[config.mk]
export PLATFORM = sky130hd
export DESIGN_NAME = piso
export DESIGN_NICKNAME = d
export VERILOG_FILES = /design/src/rtl/piso.sv
export SDC_FILE = /design/constraint.sdc
export NUM_CORES = 1
export LEC_CHECK = 0
export ABC_AREA = 1
export ABC_CLOCK_PERIOD_IN_PS = 3100
export CORE_MARGIN = 1.5
export CORE_UTILIZATION = 51
export CTS_BUF_LIST = sky130_fd_sc_hd__clkbuf_16
export DETAILED_ROUTE_END_ITERATION = 6
export GPL_TIMING_DRIVEN = 0
export PLACE_DENSITY = 0.84
export SYNTH_ARGS = -nofsm -noshare
export SYNTH_HDL_FRONTEND = slang
export SYNTH_SLANG_ARGS = --single-unit
[constraint.sdc]
create_clock -name clk -period 3.1 [get_ports clk]
set_clock_uncertainty 0.15 [all_clocks]
set_input_delay 0.62 -clock clk [delete_from_list [all_inputs] [get_ports clk]]
set_output_delay 0.62 -clock clk [all_outputs]
set_load 0.05 [all_outputs]
[src/rtl/piso.sv]
// piso: N-bit parallel-in serial-out, MSB first; first bit appears 1 cycle after transfer, LSB cycle carries the enable strobe.
// Backpressure: ready only while idle or in the LSB cycle; `define PISO_HOLD_BUF_EN adds a one-entry holding register (ready = holding empty).
module piso #(
  parameter int N = 8
) (
  input  logic         clk,
  input  logic         rst,
  input  logic [N-1:0] data_in,
  input  logic         data_valid,
  output logic         ready,
  output logic         serial_out,
  output logic         enable,
  output logic         busy
);

  localparam int CW = $clog2(N);

  typedef enum logic {IDLE, SHIFT} state_t;

  state_t        state_q, state_d;
  logic [CW-1:0] bit_cnt_q, bit_cnt_d;
  logic [N-1:0]  sh_q, sh_d;
  logic          ser_d, en_d;
  logic          xfer, slot_free, load;
  logic [N-1:0]  load_dat;

  // A new symbol may start when idle or while the current LSB is on the line.
  assign slot_free = (state_q == IDLE) || (bit_cnt_q == '0);
  assign busy      = (state_q == SHIFT);

`ifdef PISO_HOLD_BUF_EN
  logic         hold_vld_q, hold_vld_d;
  logic [N-1:0] hold_dat_q, hold_dat_d;

  assign ready    = !hold_vld_q;
  assign xfer     = data_valid && ready;
  assign load     = slot_free && (hold_vld_q || xfer);
  assign load_dat = hold_vld_q ? hold_dat_q : data_in;

  // Symbols arriving mid-shift park here; a free slot always drains it first.
  always_comb begin
    hold_vld_d = hold_vld_q;
    hold_dat_d = hold_dat_q;
    if (slot_free) begin
      hold_vld_d = 1'b0;
    end else if (xfer) begin
      hold_vld_d = 1'b1;
      hold_dat_d = data_in;
    end
  end

  always_ff @(posedge clk or posedge rst) begin
    if (rst) begin
      hold_vld_q <= 1'b0;
      hold_dat_q <= '0;
    end else begin
      hold_vld_q <= hold_vld_d;
      hold_dat_q <= hold_dat_d;
    end
  end
`else
  assign ready    = slot_free;
  assign xfer     = data_valid && ready;
  assign load     = xfer;
  assign load_dat = data_in;
`endif

  always_comb begin
    state_d   = state_q;
    bit_cnt_d = bit_cnt_q;
    sh_d      = sh_q;
    ser_d     = 1'b0;
    en_d      = 1'b0;
    if (load) begin
      state_d   = SHIFT;
      bit_cnt_d = CW'(N - 1);
      ser_d     = load_dat[N-1];
      sh_d      = {load_dat[N-2:0], 1'b0};
    end else if (state_q == SHIFT) begin
      if (bit_cnt_q == '0) begin
        state_d = IDLE;
        sh_d    = '0;
      end else begin
        bit_cnt_d = bit_cnt_q - CW'(1);
        ser_d     = sh_q[N-1];
        sh_d      = {sh_q[N-2:0], 1'b0};
        // Next cycle carries the LSB.
        en_d      = (bit_cnt_q == CW'(1));
      end
    end
  end

  always_ff @(posedge clk or posedge rst) begin
    if (rst) begin
      state_q    <= IDLE;
      bit_cnt_q  <= '0;
      sh_q       <= '0;
      serial_out <= 1'b0;
      enable     <= 1'b0;
    end else begin
      state_q    <= state_d;
      bit_cnt_q  <= bit_cnt_d;
      sh_q       <= sh_d;
      serial_out <= ser_d;
      enable     <= en_d;
    end
  end

endmodule
# --- Yosys cells after proc, flatten, opt, wreduce, memory -nomap -nowiden ---
# Cells that the tools add are included.
totals:
  inputBits: 11
  reg_bits: 14
  out_inout_bits: 4
op_classes:
  n_bitwise: 1
  eq_ne: 2
  reduce_logical: 5
  n_addsub: 1
  muxes: 15
ops:
  columns: ["cell", "n"]
  rows:
  - ["$mux 8", 3]
  - ["$mux 1", 9]
  - ["$mux 3", 3]
  - ["$eq 3x1->1 const B", 1]
  - ["$logic_not 3->1", 1]
  - ["$sub 3x1->3 const B", 1]
  - ["$ne 2x2->1 const B", 1]
  - ["$reduce_and 2->1", 1]
  - ["$reduce_bool 2->1", 1]
  - ["$logic_and 1x1->1", 1]
  - ["$logic_or 1x1->1", 1]
  - ["$not 1->1", 1]

# --- Logic depth before layout (Yosys ltp) ---
logic_depth:
  word_depth: 5
  mapped_depth: 9

# --- Worst setup path after synthesis ---
# OpenSTA, ideal clock, no wires.
synth_timing:
  kind: "reg-to-output"
  from: "register bit_cnt_q[0]"
  to: "output ready"
  setup_slack_ns: 1.175
  t_arrival_ns: 1.155
  stages_incl_launch_ff: 7
  path_cell_list: "dfrtp_1 inv_1 ha_1 ha_1 inv_2 nand2_2 buf_6"
synth_between:
  elab_chain_len: 2
synth_rtl:
  columns: ["item", "line_no", "rtl"]
  rows:
  - ["from (decl)", "21", "logic [CW-1:0] bit_cnt_q, bit_cnt_d;"]
  - ["from (signal assigned)", "102", "bit_cnt_q <= bit_cnt_d;"]
  - ["$logic_not 3->1", "28", "assign slot_free = (state_q == IDLE) || (bit_cnt_q == '0);"]
  - ["$logic_or 1x1->1", "28", null]
  - ["to (decl)", "10", "output logic ready,"]
# No other way between the ends.

# --- Worst setup path in the final report ---
# Ends and elaborated chain as after synthesis.

==> metrics.txt <==
Die Y=39.3 µm; full die area=between 1500 and 2000 µm²; CP Buf/Inv Count=4; Layout Nets=between 100 and 150; slowest stage delay, CP=about 0.80 ns; CTS tree=built; leakage power=0.000490 µW; DR vias/cell=5.13; period utilisation layout=0.957; Avg Inst Size Synth=between 7 and 8 µm²; Final Hold Fails=0; clock latency on the worst-skew pair=between 0.2 and 0.25 ns; Crit. End Element=output port; last weighted congestion value of the routability-driven placer=roughly 0.81; # IOs=15; CP top delay family=buffers and inverters; syn_nets=approximately 100; setup_tns=0 ns; hpwl dp=1070 µm; Slew Viols, Final=0; vias in the first global route=around 600; CP startpoint kind=flop; Worst EP required=~2.3 ns; initial antenna violation count=0; final setup vio count=0; # diodes=0; Rows=12; unrepaired setup endpoints after global routing=no; drt first pass iters=4; share of cells above drive strength 1=0.0943; htree depth=1; most used cell, CP=ha_1; synthesis-to-layout area growth=35.1%; residual DRC count=0; pre-CTS WS=around 0.41 ns; Peak VDD IR=between 700 and 800 µV; first-pass GRT wire length=about 2500 µm; Root Buffer=clkbuf_16; max_cap viols=0; clk sink count=13; Resized Gates After CTS=0; pin count of the biggest net entering global routing=14; Antenna Nets Post-Route=0; CP Cell Sequence=inv_1 > ha_1 > ha_1 > inv_2 > nand2_2 > buf_6 > clkdlybuf4s50_1; Reg2Reg Setup Slack=~1.3 ns; Max clock buf depth=2; status=finished, final reports clean; kind of critical path=reg -> out; Crit Path Max Fanout=10; Num CTS Buffers=3; worst slew pin tran=between 0.4 and 0.5 ns; Clock transition at path regs=0.04 ns; worst r2r path cells=9; I/O Buffers=14; number of distinct library cells after synthesis=13; stages on the worst setup path=7; synthesized instance count=a little under 90; Power Dens Cells=roughly 1000 nW/µm²; placed instance count=116; Finished Core Util=0.777; Core Footprint=between 1000 and 1500 µm²; synth warn=0; Hold-fix buffers, CTS=0; fin cells=120; Worst Hold Class=reg -> reg; Rel. slew slack=0.673; Starting DRT DRC Count=27; critical path arrival=approximately 2.2 ns; worst setup margin=approximately 0.13 ns; min Tclk post-route=~3.0 ns; Seq cells post-synth=13; GR Util All Layers=0.258; hold depth=2; grt ovf=0; Peak Freq=~0.34 GHz; Die W=between 30 and 40 µm; post-CTS setup repair buffer count=0; Cell Area, Synth=just under 700 µm²; sequential share of the synthesized area=0.483; Worst path slowest cell=clkdlybuf4s50_1; via count=~620; WL final=roughly 1600 µm; initial core utilization=0.575; DR WL/cell=13.0 µm
worst register-to-register path, cell delays in order, from the launching register on:
cell and delay (ns):
dfrtp_1 0.37, inv_1 0.07, ha_1 0.21, ha_1 0.19, inv_2 0.15, nand2_2 0.11
nand2_1 0.18, nand2_1 0.09, nand3_1 0.07, nand2_1 0.06
synthesized netlist by cell type (all sizes together):
master | n | share of area
nor2 | 2 | 0.015
nand3 | 17 | 0.13
dfrtp | 13 | 0.48
buf | 2 | 0.028
inv | 10 | 0.056
o21ai | 2 | 0.015
nand2 | 34 | 0.19
clkinv | 5 | 0.028
ha | 3 | 0.056
cells by family after synthesis:
logic type | share of synthesized area
and+or+nand+nor | 0.335
DFF | 0.483
buffers and inverters | 0.112
adders and majority gates | 0.0558
AOI/OAI and AO/OA | 0.0149
registers in the layout (all words and copies together) (netlist names):
register and cells:
busy 1, serial_out 1, bit_cnt_q 3, sh_q 7, enable 1
power breakdown:
part / switching, µW / total (µW) / internal, µW
Clock: 68.9 / 239 / 170
Sequential: 42.9 / 280 / 237
Combinational: 247 / 390 / 143
Total: 359 / 909 / 550
metal layers:
metal | global-route usage | up-vias | wire length (µm)
met2 | 0.442 | 21 | 783
met3 | 0.0511 | 2 | 61
met1 | 0.301 | 285 | 699
met5 | 0 | - | 0
met4 | 0.129 | 0 | 10
li1 | - | 308 | -
path summary, 6_finish.rpt:
check | startpoint | to
hold reg to reg | sh_q[3] | sh_q[3]
setup reg to reg | bit_cnt_q[0] | sh_q[5]
max in group asynchronous | rst | sh_q[1]
hold / removal | sh_q[3] | sh_q[3]
setup / recovery | bit_cnt_q[0] | ready
min in group asynchronous | rst | enable
final cells by class:
type	instances	area (µm²)
Sequential cell	13	325
Multi-Input combinational cell	58	273
Fill cell	98	262
Timing Repair Buffer	14	140
Clock buffer	3	75.1
Inverter	15	56.3
Buffer	2	18.8
Tap cell	14	17.5
Clock inverter	1	3.75
stage by stage:
| step | hold slack, ns | total power, µW | cell area, µm² |
|---|---|---|---|
| 5_1_grt | 0.341 | 963 | 910 |
| 3_3_place_gp | 0.315 | 635 | 831 |
| 4_1_cts | 0.331 | 907 | 910 |
| 6_report | 0.333 | 909 | 910 |
| 3_5_place_dp | 0.320 | 661 | 831 |
| 2_1_floorplan | 0.299 | 547 | 673 |
placed cells by master (no fill, tap or decap), drive strengths merged:
master         instances
clkdlybuf4s50         14
nor2                   2
nand2                 34
clkbuf                 3
o21ai                  2
clkinv                 5
buf                    2
ha                     3
inv                   11
dfrtp                 13
nand3                 17
Power figures use the tool's default switching activity.
